<file path="config.mk">
export PLATFORM = sky130hd
export DESIGN_NAME = fetch_stage
export DESIGN_NICKNAME = d
export VERILOG_FILES = /design/src/rtl/fetch_stage_pkg.sv /design/src/rtl/fetch_stage_fd_reg.sv /design/src/rtl/fetch_stage.sv
export SDC_FILE = /design/constraint.sdc
export NUM_CORES = 1
export LEC_CHECK = 0
export ABC_AREA = 1
export CAP_MARGIN = 40
export CORE_MARGIN = 2
export CORE_UTILIZATION = 35
export CTS_CLUSTER_SIZE = 10
export DETAILED_ROUTE_END_ITERATION = 6
export MAX_ROUTING_LAYER = met4
export SETUP_SLACK_MARGIN = 0.02
export SYNTH_ARGS = -nofsm -noshare
export SYNTH_HDL_FRONTEND = slang
export SYNTH_SLANG_ARGS = --single-unit
</file>
<file path="constraint.sdc">
create_clock -name clk -period 6.45 [get_ports clk]
set_clock_uncertainty 0.2 [all_clocks]
set_input_delay 1.935 -clock clk [delete_from_list [all_inputs] [get_ports clk]]
set_output_delay 1.935 -clock clk [all_outputs]
set_load 0.01 [all_outputs]
</file>
<file path="src/rtl/fetch_stage_pkg.sv">
// Shared definitions for the IF stage: fetch FSM encoding, address-map constants
// and the fetch-address legality check.
package fetch_stage_pkg;

  localparam int DATA_W = 32;

  localparam logic [DATA_W-1:0] RESET_PC_DEF = 32'h0000_3000;
  localparam logic [DATA_W-1:0] IM_BASE_DEF  = 32'h0000_3000;
  localparam logic [DATA_W-1:0] IM_LIMIT_DEF = 32'h0000_6FFC;

  typedef enum logic [1:0] {
    FS_REQ  = 2'd0,
    FS_WAIT = 2'd1,
    FS_HOLD = 2'd2
  } fs_state_t;

  typedef struct packed {
    logic              adel;
    logic [DATA_W-1:0] instr;
  } fetch_word_t;

  function automatic logic fetch_addr_bad(input logic [DATA_W-1:0] pc,
                                          input logic [DATA_W-1:0] base,
                                          input logic [DATA_W-1:0] limit);
    return (pc[1:0] != 2'b00) || (pc < base) || (pc > limit);
  endfunction

endpackage

</file>
<file path="src/rtl/fetch_stage_fd_reg.sv">
// F/D pipeline register: flush-to-bubble beats load, otherwise load on en or hold.
// Kept generic so the D/E register can reuse it.
module fd_reg
  import fetch_stage_pkg::*;
#(
  parameter logic [DATA_W-1:0] RESET_PC = RESET_PC_DEF
) (
  input  logic              clk,
  input  logic              reset,
  input  logic              en,
  input  logic              flush,
  input  logic [DATA_W-1:0] pc_in,
  input  logic [DATA_W-1:0] instr_in,
  input  logic              adel_in,
  output logic [DATA_W-1:0] pc_q,
  output logic [DATA_W-1:0] instr_q,
  output logic              valid_q,
  output logic              adel_q
);

  // A bubble keeps the PC of the slot it replaces so exception PCs stay meaningful
  always_ff @(posedge clk or posedge reset) begin
    if (reset) begin
      pc_q    <= RESET_PC;
      instr_q <= '0;
      valid_q <= 1'b0;
      adel_q  <= 1'b0;
    end else if (flush) begin
      pc_q    <= pc_in;
      instr_q <= '0;
      valid_q <= 1'b0;
      adel_q  <= 1'b0;
    end else if (en) begin
      pc_q    <= pc_in;
      instr_q <= instr_in;
      valid_q <= 1'b1;
      adel_q  <= adel_in;
    end
  end

endmodule

</file>
<file path="src/rtl/fetch_stage.sv">
// IF stage: holds PC_F, runs one outstanding fetch against a variable-latency
// instruction memory and feeds the F/D register.
module fetch_stage
  import fetch_stage_pkg::*;
#(
  parameter logic [DATA_W-1:0] RESET_PC = RESET_PC_DEF,
  parameter logic [DATA_W-1:0] IM_BASE  = IM_BASE_DEF,
  parameter logic [DATA_W-1:0] IM_LIMIT = IM_LIMIT_DEF
) (
  input  logic              clk,
  input  logic              reset,
  input  logic [DATA_W-1:0] PC_next,
  input  logic              stall_D,
  input  logic              flush_D,
  output logic              imem_req,
  output logic [DATA_W-1:0] imem_addr,
  input  logic              imem_rvalid,
  input  logic [DATA_W-1:0] imem_rdata,
  output logic [DATA_W-1:0] PC_F,
  output logic [DATA_W-1:0] PC_D,
  output logic [DATA_W-1:0] instr_D,
  output logic              valid_D,
  output logic              exc_adel_D,
  output logic              fetch_wait
);

  fs_state_t   state, state_n;
  fetch_word_t hold_word;
  fetch_word_t done_word;
  logic        pc_bad;
  logic        fetch_done;
  logic        advance;
  logic        hold_load;

  assign pc_bad    = fetch_addr_bad(PC_F, IM_BASE, IM_LIMIT);
  assign imem_addr = PC_F;

  // A bad address completes immediately as an AdEL bubble; any rvalid seen in
  // REQ belongs to a fetch abandoned by reset and is deliberately ignored.
  always_comb begin
    state_n    = state;
    imem_req   = 1'b0;
    fetch_wait = 1'b0;
    fetch_done = 1'b0;
    done_word  = '0;
    advance    = 1'b0;
    hold_load  = 1'b0;
    case (state)
      FS_REQ: begin
        if (pc_bad) begin
          fetch_done     = 1'b1;
          done_word.adel = 1'b1;
        end else begin
          imem_req   = !reset;
          fetch_wait = 1'b1;
          state_n    = FS_WAIT;
        end
      end
      FS_WAIT: begin
        if (imem_rvalid) begin
          fetch_done      = 1'b1;
          done_word.instr = imem_rdata;
        end else begin
          fetch_wait = 1'b1;
        end
      end
      FS_HOLD: begin
        if (!stall_D) begin
          advance   = 1'b1;
          done_word = hold_word;
          state_n   = FS_REQ;
        end
      end
      default: state_n = FS_REQ;
    endcase

    if (fetch_done) begin
      if (stall_D) begin
        hold_load = 1'b1;
        state_n   = FS_HOLD;
      end else begin
        advance = 1'b1;
        state_n = FS_REQ;
      end
    end
  end

  always_ff @(posedge clk or posedge reset) begin
    if (reset) begin
      state <= FS_REQ;
    end else begin
      state <= state_n;
    end
  end

  // PC_F moves only when the fetched word leaves for D; flush does not stop it
  always_ff @(posedge clk or posedge reset) begin
    if (reset) begin
      PC_F <= RESET_PC;
    end else if (advance) begin
      PC_F <= PC_next;
    end
  end

  always_ff @(posedge clk or posedge reset) begin
    if (reset) begin
      hold_word <= '0;
    end else if (hold_load) begin
      hold_word <= done_word;
    end
  end

  fd_reg #(
    .RESET_PC (RESET_PC)
  ) u_fd_reg (
    .clk      (clk),
    .reset    (reset),
    .en       (advance),
    .flush    (flush_D),
    .pc_in    (PC_F),
    .instr_in (done_word.instr),
    .adel_in  (done_word.adel),
    .pc_q     (PC_D),
    .instr_q  (instr_D),
    .valid_q  (valid_D),
    .adel_q   (exc_adel_D)
  );

endmodule

</file>
==> results of run 1 <==
==> registers in the layout (all words and copies together), names as in the netlist <==
name / flops
state: 2
u_fd_reg.pc_q: 32
u_fd_reg.adel_q: 1
u_fd_reg.instr_q: 32
u_fd_reg.valid_q: 1
PC_F: 32
hold_word: 33
==> path summary, 6_finish.rpt <==
path	from	slack (ns)	to	cells past startpoint
hold / removal	hold_word[10]	0.27	hold_word[10]	2
min in group asynchronous	reset	1.79	u_fd_reg.pc_q[2]	2
setup / recovery	imem_rvalid	1.20	fetch_wait	3
max in group asynchronous	reset	3.18	PC_F[0]	4
hold reg to reg	hold_word[10]	0.27	hold_word[10]	2
setup reg to reg	PC_F[29]	3.57	u_fd_reg.pc_q[24]	11
==> kinds of logic after synthesis <==
| family | after synthesis | share of synthesized area, % |
|---|---|---|
| and+or+nand+nor | 483 | 33.8 |
| AOI/OAI and AO/OA | 40 | 3.31 |
| adders and majority gates | 3 | 0.598 |
| DFF | 133 | 53.1 |
| buffers and inverters | 106 | 9.19 |
==> synth_stat cells <==
library cell / n
nand3b_1: 1
nand4_1: 65
buf_4: 39
nor2_4: 1
buf_6: 2
buf_1: 6
inv_1: 11
o21bai_2: 1
buf_2: 14
nand2_2: 2
clkbuf_1: 30
inv_2: 4
dfrtp_1: 129
nor2_1: 12
nor3_1: 1
nand3_1: 99
dfstp_2: 4
nand2_4: 1
o21ai_0: 5
o22ai_1: 1
nand2_1: 301
a21oi_1: 33
ha_1: 3
==> worst reg2reg max path, stage by stage (launching register included) <==
cell and delay (ns):
dfrtp_1 0.46, nor2_1 0.14, nand2_1 0.06, nor2_1 0.09, nand2_1 0.12, o21bai_2 0.17
nand2_2 0.10, nand2_4 0.31, nand3_1 0.56, buf_4 0.41, nand2_1 0.09, nand2_1 0.05
==> report_power, final <==
part	total [mW]	internal [mW]	switching, mW
Clock	1.08	0.706	0.370
Sequential	0.989	0.915	0.0740
Combinational	0.536	0.275	0.261
==> metrics by stage <==
stage / setup WS, ns / instance area [um^2] / cells / hold WS, ns
final: 1.20 / 8890 / 1144 / 0.272
after global placement: 1.18 / 8140 / 1108 / 0.254
after global routing: 1.14 / 8890 / 1144 / 0.289
after floorplan: 0.767 / 6280 / 765 / 0.243
after CTS: 1.19 / 8890 / 1144 / 0.275
after detailed placement: 1.19 / 8240 / 1112 / 0.262
==> layer usage <==
metal  vias up  GRT usage [%]  wire length, um
met5         -              -                0
met4         0           5.67              240
met3        17           4.28             1120
met2       203           32.6             8790
met1      2727           27.7             8530
li1       2782              -                -
==> area by class of cell <==
class                           count  area [um^2]  area share (%)
Sequential cell                   133         3330            37.5
Multi-Input combinational cell    526         2380            26.7
Timing Repair Buffer              213         2180            24.6
Clock buffer                       19          453            5.09
Tap cell                          225          282            3.17
Clock inverter                     13          203            2.28
Inverter                           15         62.6           0.703
==> flow_summary.toml, run 1 <==
[global_route]
track_usage_pct = 20.9
grt_pass1_vias = 5550
grt_pass1_wl_mm = 30.0
grt_max_degree = 66
antenna_found_initial = 0
grt-ovfl-total = 0

[cells_and_area]
drive_above_1_share_pct = 6.53
fillerInstances = 1699
syn2layout_area_growth_pct = 41.6
layout_common_cells = "300 x nand2_1, 200 x clkdlybuf4s50_1, 129 x dfrtp_1"
post-route-util_pct = 51.1
layout.nets = 978
layout_commonest_cell = "nand2_1"
diodes = 0

[floorplan]
die_area_um2 = 19000
core-area_um2 = 17400
die_h_um = 138
start_util_pct = 36.1
io-pin-count = 201
rows = 48
die_x_um = 138

[sta]
fmaxAchievable_ghz = 0.190
worst_slew_pin_slew_ns = 0.748
setup_violations = 0
slew-limit-headroom_pct = 49.9
period_minus_slack_ns = 5.25
timing.setup.tns_ns = 0
hold_violations = 0
grt_setup_unrepaired = "false"
finalCritPeriodShare_pct = 81.5
final_max_slew_viol_count = 0

[yosys]
synth_top_cell_by_area = "dfrtp_1"
syn_nets = 837
netlist_area_um2 = 6280
synth-seq-cells = 133
syn-mean-instance-area_um2 = 8.21
syn_inst = 765
yosysTopAreaCellShare_pct = 51.4
seq_area_frac_synth_pct = 53.1
ys_types = 23
synth_warnings = 0
synth.area.top_cells = "dfrtp_1 51%, nand2_1 18%, nand3_1 7.9%"

[clocking]
clock_latency_ns = 0.41
cts_buffer_depth = 2
postCtsSetupRepairBufs = 0
numClockSinks = 133
cts_buffers = 17
hold_buffers = 0
cts_resized = 0
path_clk_slew_ns = 0.06
tritoncts = "done"
root_buffer = "clkbuf_16"
cts_htree_levels = 4

[worst_setup_path]
cp-end-kind = "output pin"
critical_path_class = "in2out"
cp_common_cell = "clkdlybuf4s50_1"
worst-path-max-fanout = 2
crit_slowest_cell = "clkdlybuf4s50_1"
max_stage_delay_ns = 0.62
startpoint_type = "primary input"
crit_chain = "clkdlybuf4s50_1 -> o21ai_0 -> clkdlybuf4s50_1"
cp_top_family = "buffers and inverters"
cp_data_required_time_ns = 4.32
path_buf_inv = 2
worst_ep_arrival_time_ns = 3.12

[detailed_routing]
drtAntennaViolNets = 0
post_drt_wl_per_cell_um = 16.3
drc = 0
drt_wl_total_mm = 18.7
dr.first_iter.drc_count = 387
drt-vias-per-instance = 5.01
vias = 5729
drtPass1Iterations = 5

[outcome]
status = "finished, final reports clean"

[power]
total_power_mw = 2.60
total_leakage_power_nw = 4.19
power.density_nw_per_um2 = 292
vdd_drop_max_uv = 197

[placed_design]
place_congestion = 0.741
port_buffers = 200
dp_hpwl_mm = 11.7

[job]
maxCapViolations = 0

[worst_hold_path]
hold_class = "reg2reg"
Power figures use the tool's default switching activity.
==> run 2, diff against run 1 <==
--- a/config.mk
+++ b/config.mk
@@ -12,6 +12,7 @@
 export CTS_CLUSTER_SIZE = 10
 export DETAILED_ROUTE_END_ITERATION = 6
 export MAX_ROUTING_LAYER = met4
+export PLACE_DENSITY = 0.66
 export SETUP_SLACK_MARGIN = 0.02
 export SYNTH_ARGS = -nofsm -noshare
 export SYNTH_HDL_FRONTEND = slang
==> constraint.sdc (replaced) <==
create_clock -name clk -period 4.7 [get_ports clk]
set_clock_uncertainty 0.2 [all_clocks]
set_input_delay 1.41 -clock clk [delete_from_list [all_inputs] [get_ports clk]]
set_output_delay 1.41 -clock clk [all_outputs]
set_load 0.01 [all_outputs]
==> flow_summary.toml, run 2 (synthesis results as in run 1) <==
[floorplan]
die_h_um = 138
start_util_pct = 36.1
io-pin-count = 201
rows = 48
die_area_um2 = 19000
die_x_um = 138
core-area_um2 = 17400

[global_route]
grt-ovfl-total = 0
grt_pass1_wl_mm = 29.7
grt_pass1_vias = 5606
track_usage_pct = 20.6
antenna_found_initial = 0
grt_max_degree = 76

[clocking]
hold_buffers = 0
cts_buffer_depth = 2
postCtsSetupRepairBufs = 0
root_buffer = "clkbuf_16"
tritoncts = "done"
cts_htree_levels = 4
cts_buffers = 17
cts_resized = 0
path_clk_slew_ns = 0.06
clock_latency_ns = 0.42
numClockSinks = 133

[power]
switching_share_pct = 27.9
p_sw_uw = 973
vdd_drop_max_uv = 255
intPower_mw = 2.51
power.density_nw_per_um2 = 393
total_leakage_power_nw = 4.17
clkPwrFrac_pct = 39.8
pwr-share-comb_pct = 21.2
pwr-share-seq_pct = 39.0

[detailed_routing]
drtPass1Iterations = 5
post_drt_wl_per_cell_um = 16.3
drtAntennaViolNets = 0
vias = 5843
drt_wl_total_mm = 18.7
dr.first_iter.drc_count = 442
drt-vias-per-instance = 5.09
drc = 0

[cells_and_area]
layout.nets = 981
diodes = 0
layout_common_cells = "300 x nand2_1, 200 x clkdlybuf4s50_1, 129 x dfrtp_1"
syn2layout_area_growth_pct = 41.1
regArea_um2 = 3330
final_cell_area_um2 = 8860
multi_input_area_um2 = 2380
fillerInstances = 1690
drive_above_1_share_pct = 6.83
max_flop_register = "hold_word"
layout_commonest_cell = "nand2_1"
largest_register_ffs = 33

[placed_design]
port_buffers = 200
place_congestion = 0.739
postPlaceCellArea_um2 = 8240
pre_cts_ws_ns = 0.415
dp_hpwl_mm = 11.8

[worst_setup_path]
crit_chain = "clkdlybuf4s50_1 -> nor2_1 -> clkdlybuf4s50_1"
crit_slowest_cell = "clkdlybuf4s50_1"
max_stage_delay_ns = 0.56
cp-end-kind = "output pin"
critical_path_class = "in2out"
worst-path-max-fanout = 2
worst_ep_arrival_time_ns = 2.68
cp_data_required_time_ns = 3.09
startpoint_type = "primary input"
cp_common_cell = "clkdlybuf4s50_1"

[sta]
finalCritPeriodShare_pct = 91.3
final_max_slew_viol_count = 0
period_minus_slack_ns = 4.29
hold_violations = 0
fin_ws_ns = 0.409
setup_violations = 0
slew-limit-headroom_pct = 53.1
worst_slew_pin_slew_ns = 0.704
fmaxAchievable_ghz = 0.233
grt_setup_unrepaired = "false"
timing.setup.tns_ns = 0

[outcome]
status = "finished, final reports clean"

[job]
maxCapViolations = 0

[worst_hold_path]
hold_class = "reg2reg"
[run 2: layout make-up]
cell class,count,share of cell area [%]
tap,225,3.18
timing repair buffer,216,24.7
sequential,133,37.6
inverter,15,0.692
clock inverter,12,1.71
multi-input combinational,526,26.8
clock buffer,20,5.27
[run 2: critical path: cells and delay by family]
| family | cells | cell delay, ns |
|---|---|---|
| buffers and inverters | 2 | 1.10 |
| and+or+nand+nor | 1 | 0.17 |
[run 2: metrics by stage]
step                      power (mW)  cells  util [%]  hold slack [ns]
final                           3.48   1147      50.9            0.273
after detailed placement        2.13   1115      47.3            0.259
after global placement          2.11   1113      47.0            0.253
after global routing            3.64   1147      50.9            0.291
after CTS                       3.52   1147      50.9            0.274
after floorplan                 1.73    765         -            0.243
[run 2: routing by layer]
layer  track usage [%]  routed length [um]
met2              32.3                8900
met5                 -                   0
met4              6.46                 261
met1              27.6                8410
met3              3.25                1170
[run 2: power by group through the flow]
| stage | clock network (mW) | registers, mW | logic, mW |
|---|---|---|---|
| 2_1_floorplan | 0 | 1.40 | 0.321 |
| 3_3_place_gp | 0 | 1.37 | 0.733 |
| 4_1_cts | 1.41 | 1.36 | 0.750 |
| 6_report | 1.39 | 1.36 | 0.738 |
| 5_1_grt | 1.46 | 1.37 | 0.808 |
| 3_5_place_dp | 0 | 1.38 | 0.748 |
[run 2: path summary, 6_finish.rpt]
kind	startpoint	to	slack [ns]	cells past startpoint
max	reset	imem_req	0.41	3
min	hold_word[7]	hold_word[7]	0.27	2
max reg2reg	PC_F[0]	u_fd_reg.pc_q[0]	2.08	9
min reg2reg	hold_word[7]	hold_word[7]	0.27	2
max in group asynchronous	reset	PC_F[12]	2.46	3
min in group asynchronous	reset	hold_word[2]	1.47	3
==> run 3, diff against run 2 <==
--- a/config.mk
+++ b/config.mk
@@ -12,8 +12,9 @@
 export CTS_CLUSTER_SIZE = 10
 export DETAILED_ROUTE_END_ITERATION = 6
 export MAX_ROUTING_LAYER = met4
-export PLACE_DENSITY = 0.66
 export SETUP_SLACK_MARGIN = 0.02
+export SLEW_MARGIN = 20
 export SYNTH_ARGS = -nofsm -noshare
 export SYNTH_HDL_FRONTEND = slang
 export SYNTH_SLANG_ARGS = --single-unit
+export TNS_END_PERCENT = 10
==> constraint.sdc (replaced) <==
create_clock -name clk -period 5.49 [get_ports clk]
set_clock_uncertainty 0.2 [all_clocks]
set_input_delay 1.647 -clock clk [delete_from_list [all_inputs] [get_ports clk]]
set_output_delay 1.647 -clock clk [all_outputs]
set_load 0.01 [all_outputs]
==> flow_summary.toml, run 3 (synthesis results as in run 1) <==
[clocking]
cts_buffer_depth = 2
tritoncts = "done"
hold_buffers = 0
cts_resized = 0
postCtsSetupRepairBufs = 0
cts_htree_levels = 4
root_buffer = "clkbuf_16"
numClockSinks = 133
clock_latency_ns = 0.42
path_clk_slew_ns = 0.06
cts_buffers = 17

[worst_setup_path]
reg2reg_slack_ns = 2.72
critPathLaunch = "imem_rvalid"
r2r_start = "PC_F[29]"
startpoint_type = "primary input"
cp_data_required_time_ns = 3.64
critical_path.endpoint = "fetch_wait"
critical_path_class = "in2out"
cp-end-kind = "output pin"
worst_ep_arrival_time_ns = 2.83
worst-path-max-fanout = 2
reg2reg_depth = 11
r2r-end = "u_fd_reg.pc_q[0]"

[detailed_routing]
drt_wl_total_mm = 18.5
drt-vias-per-instance = 5.02
dr.first_iter.drc_count = 320
vias = 5735
post_drt_wl_per_cell_um = 16.2
drtAntennaViolNets = 0
drtPass1Iterations = 4
drc = 0

[worst_hold_path]
hold_class = "reg2reg"
whs_path_depth = 2

[global_route]
grt_pass1_wl_mm = 29.7
grt_pass1_vias = 5577
antenna_found_initial = 0
grt_max_degree = 87
grt-ovfl-total = 0
track_usage_pct = 20.7

[cells_and_area]
drive_above_1_share_pct = 6.54
syn2layout_area_growth_pct = 41.6
layout_commonest_cell = "nand2_1"
final_cell_area_um2 = 8890
layout_common_cells = "300 x nand2_1, 200 x clkdlybuf4s50_1, 129 x dfrtp_1"
largest_register_ffs = 33
post-route-util_pct = 51.1
diodes = 0
max_flop_register = "hold_word"
layout.nets = 977

[outcome]
status = "finished, final reports clean"

[placed_design]
postPlaceCellArea_um2 = 8200
port_buffers = 200
place_congestion = 0.757
dp_hpwl_mm = 11.5
pre_cts_ws_ns = 0.807

[floorplan]
die_area_um2 = 19000
rows = 48
io-pin-count = 201
die_x_um = 138
start_util_pct = 36.1
core-area_um2 = 17400
die_h_um = 138

[sta]
timing.setup.tns_ns = 0
hold_violations = 0
setup_violations = 0
final_max_slew_viol_count = 0
fin_ws_ns = 0.817
grt_setup_unrepaired = "false"
worst_slew_pin_slew_ns = 0.801
period_minus_slack_ns = 4.67
fmaxAchievable_ghz = 0.214
slew-limit-headroom_pct = 46.6
finalCritPeriodShare_pct = 85.1

[power]
total_leakage_power_nw = 4.19
total_power_mw = 3.08
power.density_nw_per_um2 = 347
vdd_drop_max_uv = 235

[job]
maxCapViolations = 0
-- run 3: how the worst min path moves through the flow --
stage	startpoint	end	slack, ns
2_1_floorplan	hold_word[31]	hold_word[31]	0.24
3_3_place_gp	hold_word[10]	hold_word[10]	0.25
3_5_place_dp	hold_word[3]	hold_word[3]	0.26
4_1_cts	hold_word[7]	hold_word[7]	0.28
5_1_grt	hold_word[5]	hold_word[5]	0.29
6_report	hold_word[13]	hold_word[13]	0.27
-- run 3: worst max-delay path, cell delays in order --
cell	delay (ns)
clkdlybuf4s50_1	0.42
o21ai_0	0.15
clkdlybuf4s50_1	0.60
-- run 3: power by group --
group          internal (mW)  switching, mW
clock network          0.861          0.433
logic                  0.320          0.305
registers               1.08         0.0873
total                   2.26          0.825
-- run 3: stage by stage --
step,hold slack (ns),instances
finish,0.270,1143
global route,0.291,1143
CTS,0.276,1142
floorplan,0.243,765
detailed placement,0.260,1110
global placement,0.254,1108
-- run 3: final cells by class --
cell class	count	area, um^2
Clock buffer	18	439
Sequential cell	133	3330
Clock inverter	14	230
Inverter	15	62.6
Multi-Input combinational cell	526	2380
Fill cell	1682	8520
Tap cell	225	282
Timing Repair Buffer	212	2170
-- run 3: routing by layer --
metal / part of all wire, % / vias up / GRT usage [%]
met5: 0 / - / -
met4: 1.5 / 0 / 6.63
met3: 6.3 / 21 / 4.46
met2: 47 / 184 / 32.5
met1: 45 / 2756 / 26.7
li1: - / 2774 / -
